$ cat src/rtl/inst_cache_pkg.sv
// rtl/inst_cache_pkg.sv - shared FSM states and address-field helpers for inst_cache_dm
package inst_cache_pkg;

  // One-hot FSM encoding
  typedef enum logic [4:0] {
    ST_WAIT    = 5'b00001,
    ST_TAG_RD  = 5'b00010,
    ST_MEM_REQ = 5'b00100,
    ST_REFILL  = 5'b01000,
    ST_RESP    = 5'b10000
  } state_e;

  function automatic int idx_w(input int num_sets);
    return $clog2(num_sets);
  endfunction

  function automatic int word_w(input int line_words);
    return $clog2(line_words);
  endfunction

  function automatic int off_w(input int line_words);
    return $clog2(line_words) + 2;
  endfunction

  function automatic int tag_w(input int num_sets, input int line_words);
    return 32 - idx_w(num_sets) - off_w(line_words);
  endfunction

  // Field extractors return right-justified 32-bit values; callers size-cast to field width.
  function automatic logic [31:0] addr_tag(input logic [31:0] a, input int num_sets,
                                           input int line_words);
    return a >> (idx_w(num_sets) + off_w(line_words));
  endfunction

  function automatic logic [31:0] addr_idx(input logic [31:0] a, input int num_sets,
                                           input int line_words);
    return (a >> off_w(line_words)) & (32'(num_sets) - 32'd1);
  endfunction

  function automatic logic [31:0] addr_word(input logic [31:0] a, input int line_words);
    return (a >> 2) & (32'(line_words) - 32'd1);
  endfunction

  function automatic logic [31:0] line_addr(input logic [31:0] a, input int line_words);
    return a & ~((32'(line_words) << 2) - 32'd1);
  endfunction

endpackage

$ cat src/rtl/inst_cache_dm_if.sv
// rtl/inst_cache_dm_if.sv - CPU fetch channel and memory refill channel of inst_cache_dm
interface inst_cache_dm_if;

  logic        from_cpu_inst_req_valid;
  logic [31:0] from_cpu_inst_req_addr;
  logic        to_cpu_inst_req_ready;
  logic        to_cpu_cache_rsp_valid;
  logic [31:0] to_cpu_cache_rsp_data;
  logic        from_cpu_cache_rsp_ready;

  logic        to_mem_rd_req_valid;
  logic [31:0] to_mem_rd_req_addr;
  logic        from_mem_rd_req_ready;
  logic        from_mem_rd_rsp_valid;
  logic [31:0] from_mem_rd_rsp_data;
  logic        from_mem_rd_rsp_last;
  logic        to_mem_rd_rsp_ready;

  // slave is the cache's own view; master is the CPU plus memory environment around it
  modport slave (
    input  from_cpu_inst_req_valid, from_cpu_inst_req_addr, from_cpu_cache_rsp_ready,
    input  from_mem_rd_req_ready, from_mem_rd_rsp_valid, from_mem_rd_rsp_data,
    input  from_mem_rd_rsp_last,
    output to_cpu_inst_req_ready, to_cpu_cache_rsp_valid, to_cpu_cache_rsp_data,
    output to_mem_rd_req_valid, to_mem_rd_req_addr, to_mem_rd_rsp_ready
  );

  modport master (
    output from_cpu_inst_req_valid, from_cpu_inst_req_addr, from_cpu_cache_rsp_ready,
    output from_mem_rd_req_ready, from_mem_rd_rsp_valid, from_mem_rd_rsp_data,
    output from_mem_rd_rsp_last,
    input  to_cpu_inst_req_ready, to_cpu_cache_rsp_valid, to_cpu_cache_rsp_data,
    input  to_mem_rd_req_valid, to_mem_rd_req_addr, to_mem_rd_rsp_ready
  );

endinterface

$ cat src/rtl/icache_line_array.sv
// rtl/icache_line_array.sv - tag, valid and data storage for the direct-mapped icache
// Combinational read of (idx, word); word writes during refill, tag+valid written on last beat.
module icache_line_array
  import inst_cache_pkg::*;
#(
  parameter int NUM_SETS   = 8,
  parameter int LINE_WORDS = 8,
  parameter int TAG_W      = 24,
  localparam int IDX_W     = idx_w(NUM_SETS),
  localparam int WORD_W    = word_w(LINE_WORDS)
) (
  input  logic              clk,
  input  logic              rst,
  input  logic [IDX_W-1:0]  rd_idx,
  input  logic [WORD_W-1:0] rd_word,
  output logic              rd_valid,
  output logic [TAG_W-1:0]  rd_tag,
  output logic [31:0]       rd_data,
  input  logic              wr_en,
  input  logic [IDX_W-1:0]  wr_idx,
  input  logic [WORD_W-1:0] wr_word,
  input  logic [31:0]       wr_data,
  input  logic              line_en,
  input  logic [TAG_W-1:0]  line_tag
);

  logic [NUM_SETS-1:0] valid_q;
  logic [TAG_W-1:0]    tag_mem  [NUM_SETS];
  logic [31:0]         data_mem [NUM_SETS*LINE_WORDS];

  assign rd_valid = valid_q[rd_idx];
  assign rd_tag   = tag_mem[rd_idx];
  assign rd_data  = data_mem[{rd_idx, rd_word}];

  always_ff @(posedge clk) begin
    if (rst) begin
      valid_q <= '0;
    end else if (line_en) begin
      valid_q[wr_idx] <= 1'b1;
    end
  end

  // Tag and data contents are only meaningful under a set valid bit, so they carry no reset.
  always_ff @(posedge clk) begin
    if (line_en) begin
      tag_mem[wr_idx] <= line_tag;
    end
    if (wr_en) begin
      data_mem[{wr_idx, wr_word}] <= wr_data;
    end
  end

endmodule

$ cat src/rtl/inst_cache_dm.sv
// rtl/inst_cache_dm.sv - direct-mapped read-only instruction cache with burst line refill
// Defining ICACHE_PERF_EN adds the hit_cnt/miss_cnt performance counter outputs.
module inst_cache_dm
  import inst_cache_pkg::*;
#(
  parameter int NUM_SETS   = 8,
  parameter int LINE_WORDS = 8
) (
  input  logic           clk,
  input  logic           rst,
`ifdef ICACHE_PERF_EN
  output logic [31:0]    hit_cnt,
  output logic [31:0]    miss_cnt,
`endif
  inst_cache_dm_if.slave bus
);

  localparam int IDX_W  = idx_w(NUM_SETS);
  localparam int WORD_W = word_w(LINE_WORDS);
  localparam int TAG_W  = tag_w(NUM_SETS, LINE_WORDS);

  state_e            state;
  logic [31:0]       addr_q;
  logic [WORD_W:0]   cnt;
  logic [IDX_W-1:0]  req_idx;
  logic [WORD_W-1:0] req_word;
  logic [TAG_W-1:0]  req_tag;
  logic              rd_valid;
  logic [TAG_W-1:0]  rd_tag;
  logic [31:0]       rd_data;
  logic              hit;
  logic              beat;
  logic              wr_en;
  logic              line_en;

  assign req_idx  = IDX_W'(addr_idx(addr_q, NUM_SETS, LINE_WORDS));
  assign req_word = WORD_W'(addr_word(addr_q, LINE_WORDS));
  assign req_tag  = TAG_W'(addr_tag(addr_q, NUM_SETS, LINE_WORDS));
  assign hit      = rd_valid && (rd_tag == req_tag);

  // cnt's top bit marks a full line; further beats are acknowledged but not stored.
  assign beat     = (state == ST_REFILL) && bus.from_mem_rd_rsp_valid;
  assign wr_en    = beat && !cnt[WORD_W];
  assign line_en  = beat && bus.from_mem_rd_rsp_last;

  icache_line_array #(
    .NUM_SETS   (NUM_SETS),
    .LINE_WORDS (LINE_WORDS),
    .TAG_W      (TAG_W)
  ) u_line_array (
    .clk      (clk),
    .rst      (rst),
    .rd_idx   (req_idx),
    .rd_word  (req_word),
    .rd_valid (rd_valid),
    .rd_tag   (rd_tag),
    .rd_data  (rd_data),
    .wr_en    (wr_en),
    .wr_idx   (req_idx),
    .wr_word  (cnt[WORD_W-1:0]),
    .wr_data  (bus.from_mem_rd_rsp_data),
    .line_en  (line_en),
    .line_tag (req_tag)
  );

  always_ff @(posedge clk) begin
    if (rst) begin
      state                     <= ST_WAIT;
      addr_q                    <= '0;
      cnt                       <= '0;
      bus.to_cpu_inst_req_ready  <= 1'b1;
      bus.to_cpu_cache_rsp_valid <= 1'b0;
      bus.to_cpu_cache_rsp_data  <= '0;
      bus.to_mem_rd_req_valid    <= 1'b0;
      bus.to_mem_rd_req_addr     <= '0;
      bus.to_mem_rd_rsp_ready    <= 1'b0;
    end else begin
      unique case (state)
        ST_WAIT: begin
          if (bus.from_cpu_inst_req_valid) begin
            addr_q                   <= bus.from_cpu_inst_req_addr;
            bus.to_cpu_inst_req_ready <= 1'b0;
            state                    <= ST_TAG_RD;
          end
        end
        ST_TAG_RD: begin
          if (hit) begin
            bus.to_cpu_cache_rsp_data  <= rd_data;
            bus.to_cpu_cache_rsp_valid <= 1'b1;
            state                      <= ST_RESP;
          end else begin
            bus.to_mem_rd_req_valid <= 1'b1;
            bus.to_mem_rd_req_addr  <= line_addr(addr_q, LINE_WORDS);
            state                   <= ST_MEM_REQ;
          end
        end
        ST_MEM_REQ: begin
          if (bus.from_mem_rd_req_ready) begin
            bus.to_mem_rd_req_valid <= 1'b0;
            bus.to_mem_rd_rsp_ready <= 1'b1;
            cnt                     <= '0;
            state                   <= ST_REFILL;
          end
        end
        ST_REFILL: begin
          if (wr_en) begin
            cnt <= cnt + 1'b1;
            if (cnt[WORD_W-1:0] == req_word) begin
              bus.to_cpu_cache_rsp_data <= bus.from_mem_rd_rsp_data;
            end
          end
          if (line_en) begin
            bus.to_mem_rd_rsp_ready    <= 1'b0;
            bus.to_cpu_cache_rsp_valid <= 1'b1;
            state                      <= ST_RESP;
          end
        end
        ST_RESP: begin
          if (bus.from_cpu_cache_rsp_ready) begin
            bus.to_cpu_cache_rsp_valid <= 1'b0;
            bus.to_cpu_inst_req_ready  <= 1'b1;
            state                      <= ST_WAIT;
          end
        end
        default: begin
          state                      <= ST_WAIT;
          bus.to_cpu_inst_req_ready  <= 1'b1;
          bus.to_cpu_cache_rsp_valid <= 1'b0;
          bus.to_mem_rd_req_valid    <= 1'b0;
          bus.to_mem_rd_rsp_ready    <= 1'b0;
        end
      endcase
    end
  end

`ifdef ICACHE_PERF_EN
  always_ff @(posedge clk) begin
    if (rst) begin
      hit_cnt  <= '0;
      miss_cnt <= '0;
    end else if (state == ST_TAG_RD) begin
      if (hit) begin
        hit_cnt <= hit_cnt + 32'd1;
      end else begin
        miss_cnt <= miss_cnt + 32'd1;
      end
    end
  end
`endif

endmodule

$ cat src/flat_wrapper.sv
// flat-port wrapper written by rule: the top's interface ports become plain ports
module inst_cache_dm_flat import inst_cache_pkg::*;
#(
  parameter int NUM_SETS   = 8,
  parameter int LINE_WORDS = 8
)
  (clk, rst, bus_from_cpu_inst_req_valid, bus_from_cpu_inst_req_addr, bus_from_cpu_cache_rsp_ready, bus_from_mem_rd_req_ready, bus_from_mem_rd_rsp_valid, bus_from_mem_rd_rsp_data, bus_from_mem_rd_rsp_last, bus_to_cpu_inst_req_ready, bus_to_cpu_cache_rsp_valid, bus_to_cpu_cache_rsp_data, bus_to_mem_rd_req_valid, bus_to_mem_rd_req_addr, bus_to_mem_rd_rsp_ready);
  inst_cache_dm_if bus_i ();
  input  logic clk;
  input  logic rst;
  input wire logic [$bits(bus_i.from_cpu_inst_req_valid)-1:0] bus_from_cpu_inst_req_valid;
  input wire logic [$bits(bus_i.from_cpu_inst_req_addr)-1:0] bus_from_cpu_inst_req_addr;
  input wire logic [$bits(bus_i.from_cpu_cache_rsp_ready)-1:0] bus_from_cpu_cache_rsp_ready;
  input wire logic [$bits(bus_i.from_mem_rd_req_ready)-1:0] bus_from_mem_rd_req_ready;
  input wire logic [$bits(bus_i.from_mem_rd_rsp_valid)-1:0] bus_from_mem_rd_rsp_valid;
  input wire logic [$bits(bus_i.from_mem_rd_rsp_data)-1:0] bus_from_mem_rd_rsp_data;
  input wire logic [$bits(bus_i.from_mem_rd_rsp_last)-1:0] bus_from_mem_rd_rsp_last;
  output wire logic [$bits(bus_i.to_cpu_inst_req_ready)-1:0] bus_to_cpu_inst_req_ready;
  output wire logic [$bits(bus_i.to_cpu_cache_rsp_valid)-1:0] bus_to_cpu_cache_rsp_valid;
  output wire logic [$bits(bus_i.to_cpu_cache_rsp_data)-1:0] bus_to_cpu_cache_rsp_data;
  output wire logic [$bits(bus_i.to_mem_rd_req_valid)-1:0] bus_to_mem_rd_req_valid;
  output wire logic [$bits(bus_i.to_mem_rd_req_addr)-1:0] bus_to_mem_rd_req_addr;
  output wire logic [$bits(bus_i.to_mem_rd_rsp_ready)-1:0] bus_to_mem_rd_rsp_ready;
  assign bus_i.from_cpu_inst_req_valid = bus_from_cpu_inst_req_valid;
  assign bus_i.from_cpu_inst_req_addr = bus_from_cpu_inst_req_addr;
  assign bus_i.from_cpu_cache_rsp_ready = bus_from_cpu_cache_rsp_ready;
  assign bus_i.from_mem_rd_req_ready = bus_from_mem_rd_req_ready;
  assign bus_i.from_mem_rd_rsp_valid = bus_from_mem_rd_rsp_valid;
  assign bus_i.from_mem_rd_rsp_data = bus_from_mem_rd_rsp_data;
  assign bus_i.from_mem_rd_rsp_last = bus_from_mem_rd_rsp_last;
  assign bus_to_cpu_inst_req_ready = bus_i.to_cpu_inst_req_ready;
  assign bus_to_cpu_cache_rsp_valid = bus_i.to_cpu_cache_rsp_valid;
  assign bus_to_cpu_cache_rsp_data = bus_i.to_cpu_cache_rsp_data;
  assign bus_to_mem_rd_req_valid = bus_i.to_mem_rd_req_valid;
  assign bus_to_mem_rd_req_addr = bus_i.to_mem_rd_req_addr;
  assign bus_to_mem_rd_rsp_ready = bus_i.to_mem_rd_rsp_ready;
  inst_cache_dm #(.NUM_SETS(NUM_SETS), .LINE_WORDS(LINE_WORDS)) u_core (.clk(clk), .rst(rst), .bus(bus_i));
endmodule
$ cat config.mk
export PLATFORM = sky130hd
export DESIGN_NAME = inst_cache_dm_flat
export DESIGN_NICKNAME = d
export VERILOG_FILES = /design/src/rtl/inst_cache_pkg.sv /design/src/rtl/inst_cache_dm_if.sv /design/src/rtl/icache_line_array.sv /design/src/rtl/inst_cache_dm.sv /design/src/flat_wrapper.sv
export SDC_FILE = /design/constraint.sdc
export NUM_CORES = 2
export LEC_CHECK = 0
export BUFFER_PORTS_ARGS = -buffer_cell sky130_fd_sc_hd__buf_2
export CORE_UTILIZATION = 44
export DETAILED_ROUTE_END_ITERATION = 12
export GPL_TIMING_DRIVEN = 0
export MAX_ROUTING_LAYER = met4
export PLACE_DENSITY = 0.66
export SLEW_MARGIN = 20
export SYNTH_ARGS = -nofsm -noshare
export SYNTH_HDL_FRONTEND = slang
export SYNTH_SLANG_ARGS = --single-unit
$ cat constraint.sdc
create_clock -name clk -period 4.63 [get_ports clk]
set_input_delay 0.463 -clock clk [delete_from_list [all_inputs] [get_ports clk]]
set_output_delay 0.463 -clock clk [all_outputs]
set_load 0.02 [all_outputs]
==> summary.txt <==
Status
  • Status: complete, but fails checks
  • Failing checks: negative setup slack

Yosys
  • Post-synthesis cell count: 4287
  • Syn Area/Cell: 21.2 sq um
  • Async set or reset register ratio after synthesis: 0%
  • Post-Syn Area: 91000 sq um
  • Top-area cell type share of the netlist area: 74.0%
  • EDFF count, synth: 2240
  • Post-synthesis register bit count: 2356
  • YS warnings: 0
  • Synth Flop Type: edfxtp_1
  • Synth top area cells: edfxtp_1 (74%), mux4_2 (14%), dfxtp_1 (2.6%)
  • Post-synthesis cell type count: 68
  • Most common cell in the netlist: edfxtp_1
  • Biggest area consumer among synthesized cells: edfxtp_1
  • Share of the yosys chip area belonging to registers: 76.5%
  • Synth cell count leaders: edfxtp_1 (2240), mux4_2 (572), nand2_1 (224), mux2i_1 (168), nor2_1 (127)

Drt
  • First-pass DRT Iterations: 6
  • Routed WL per cell: 41.0 microns
  • Vias/cell: 6.73
  • Routed WL: 318000 microns
  • DRT antenna net count: 0
  • Initial DRC count: 10701
  • Vias: 52165
  • DRC errors left: 0

Cells and area
  • Layout overhead on the synthesized area: 17.6%
  • Fin nets: 4916
  • Layout cells sized above 1: 30.1%
  • Final Instance Count excl. Fillers: 7754

Pwr
  • VDD IR max: 0.438 mV
  • Power Density: 544 nW/um^2
  • Total power: 0.0583 W
  • Lkg Pwr: 33.6 nW

Timing
  • Setup tns final: -0.446 ns
  • Fin worst setup slack: -0.100 ns
  • Final-report max-slew violation count: 0
  • Period utilization: 102%
  • Hold Vio Cnt, Final: 0
  • Crit path time final: 4.73 ns
  • Max Clock Freq: 211 MHz
  • RSZ-0062 raised after global routing: false
  • Setup violators final: 7
  • Final Skew: 0.112 ns
  • Slew HR: 10.3%
  • Least-Margin Pin Slew: 1.35 ns

Clock tree
  • CTS Buf Count: 226
  • Clock Pin Slew Worst Setup and Hold Paths: 0.07 ns
  • Worst skew pair latency: 0.92 ns
  • # clock sinks: 2356
  • Clock Tree Root: clkbuf_16
  • CTS tree: built
  • H-tree Lvls: 4
  • Longest Clk Path Bufs: 3

Global route
  • Initial antenna violation count: 18
  • First-pass GRT wire length: 422000 microns
  • Gr usage total: 31.1%
  • Vias in the first global route: 49366
  • Pin count of the biggest net entering global routing: 66
  • Total congestion overflow: 0

Worst setup path
  • Critical Path Sink Type: flip-flop
  • R2R Setup Slk: -0.10 ns
  • CP Class: reg2reg
  • Max Fanout on Critical Path: 10
  • Crit path DAT: 5.48 ns
  • CP startpoint kind: flip-flop
  • CP Data Required Time: 5.38 ns

Die
  • Die W: 457 microns
  • Die area: 209000 sq um
  • Row cnt: 166
  • Core area: 205000 sq um
  • IO Pins: 139
  • Height of the die: 457 microns
  • Initial core utilization: 44.4%

Hold path
  • Hold/Removal Path Class: in2reg

Placed design
  • Buffers on Ports: 131
  • Placer Congestion: 0.918
  • Placed wire-length estimate: 212000 microns
  • Dpl ws: -0.320 ns
  • Cells after DPL: 7273

Job
  • Max-cap violations: 0
timing repair:
action	CTS	global route
hold buffers	29	0
endpoints found under the hold margin	33	0
endpoints found under the setup margin	128	37
resized for setup	7	10
pin swaps	0	1
setup buffers	0	6
per-layer routing:
layer	part of all wire [%]	vias up	GRT usage, %	routed length (microns)
met2	43	4982	43.7	138000
met4	6.9	0	17.7	21900
met5	0	-	-	0
met3	15	1049	10.1	48500
li1	-	19033	-	-
met1	34	27101	39.8	110000
worst max-delay path: stages (launching register included):
cell and delay [ns]:
dfxtp_1 0.31, buf_2 0.39, buf_2 0.56, buf_2 0.49, buf_2 0.53, buf_2 0.70, mux2i_1 0.47, o22ai_1 0.23
o211ai_1 0.42, a31oi_1 0.17, mux2_4 0.30
report_power, final:
group / internal [W] / switching [W] / total [W] / leakage, nW
Sequential: 0.0237 / 0.000357 / 0.0240 / 21.1
Combinational: 0.00561 / 0.0101 / 0.0157 / 8.94
Clock: 0.0104 / 0.00820 / 0.0185 / 3.57
final cells by class:
class | instances | area (sq um)
multi-input cells | 1680 | 20700
well taps | 2688 | 3360
inverters | 5 | 18.8
flip-flops and latches | 2356 | 69600
diodes | 27 | 67.6
clock buffers | 292 | 6020
plain buffers | 246 | 1320
fillers | 15536 | 98000
clock inverters | 131 | 1360
repair buffers | 329 | 4620
stage by stage:
| stage | hold WS, ns | area [sq um] | util [%] |
|---|---|---|---|
| floorplan | 0.435 | 91000 | - |
| global placement | 0.442 | 95000 | 46.3 |
| detailed placement | 0.448 | 99200 | 48.4 |
| CTS | 0.0719 | 107000 | 52.1 |
| global route | 0.137 | 107000 | 52.2 |
| finish | 0.134 | 107000 | 52.2 |
cell families after synthesis:
kind of cell / after synthesis / synth area share (%)
buf+inv: 255 / 1.42
fa+ha+maj: 1 / 0.0138
flops: 2356 / 76.5
xor+xnor: 18 / 0.173
other cells: 1 / 0.00412
compound gates: 351 / 2.59
mux: 789 / 16.7
simple gates: 516 / 2.60
worst paths after layout:
kind,depth (start not counted),end,startpoint
setup / recovery,10,u_core.bus.to_cpu_cache_rsp_data[23]$_SDFFE_PP0P_,flip-flop
hold reg to reg,2,u_core.bus.to_cpu_cache_rsp_valid$_SDFFE_PP0P_,u_core.bus.to_cpu_cache_rsp_valid$_SDFFE_PP0P_
hold / removal,1,u_core.u_line_array.data_mem[10][0]$_DFFE_PP_,bus_from_mem_rd_rsp_data[0]
setup reg to reg,10,u_core.bus.to_cpu_cache_rsp_data[23]$_SDFFE_PP0P_,flip-flop
cells in the final DEF, fill, tap and decap left out, types with 19 or more instances in the layout:
cell,netlist,routed
nor2_4,0,70
diode_2,0,27
o22ai_1,34,34
mux2i_1,168,167
edfxtp_1,2240,2240
bufinv_16,0,21
dfxtp_1,116,116
clkinv_1,0,57
nor2_1,127,54
buf_2,86,195
nand2_1,224,223
clkbuf_1,87,112
clkbuf_2,0,32
buf_16,0,53
o21ai_0,34,34
clkinv_2,0,34
a21oi_1,104,104
dlygate4sd3_1,0,29
nor2b_1,38,36
mux2_2,31,31
mux4_2,572,572
nand3_1,28,28
a22oi_1,39,39
clkbuf_16,0,229
a31o_2,19,19
buf_4,36,79
buf_12,2,102
sequential cells by signal, summed over array words and instances (netlist names), named ones only:
register and count:
u_core.bus.to_mem_rd_rsp_ready 1, u_core.state 5, u_core.bus.to_cpu_inst_req_ready 1, u_core.bus.to_mem_rd_req_valid 1
u_core.cnt 4, u_core.u_line_array.data_mem 2048, u_core.bus.to_cpu_cache_rsp_data 32, u_core.u_line_array.tag_mem 192
u_core.u_line_array.valid_q 8, u_core.bus.to_cpu_cache_rsp_valid 1, u_core.addr_q 30, u_core.bus.to_mem_rd_req_addr 27
Note: power is estimated with default switching activity, not from simulation.
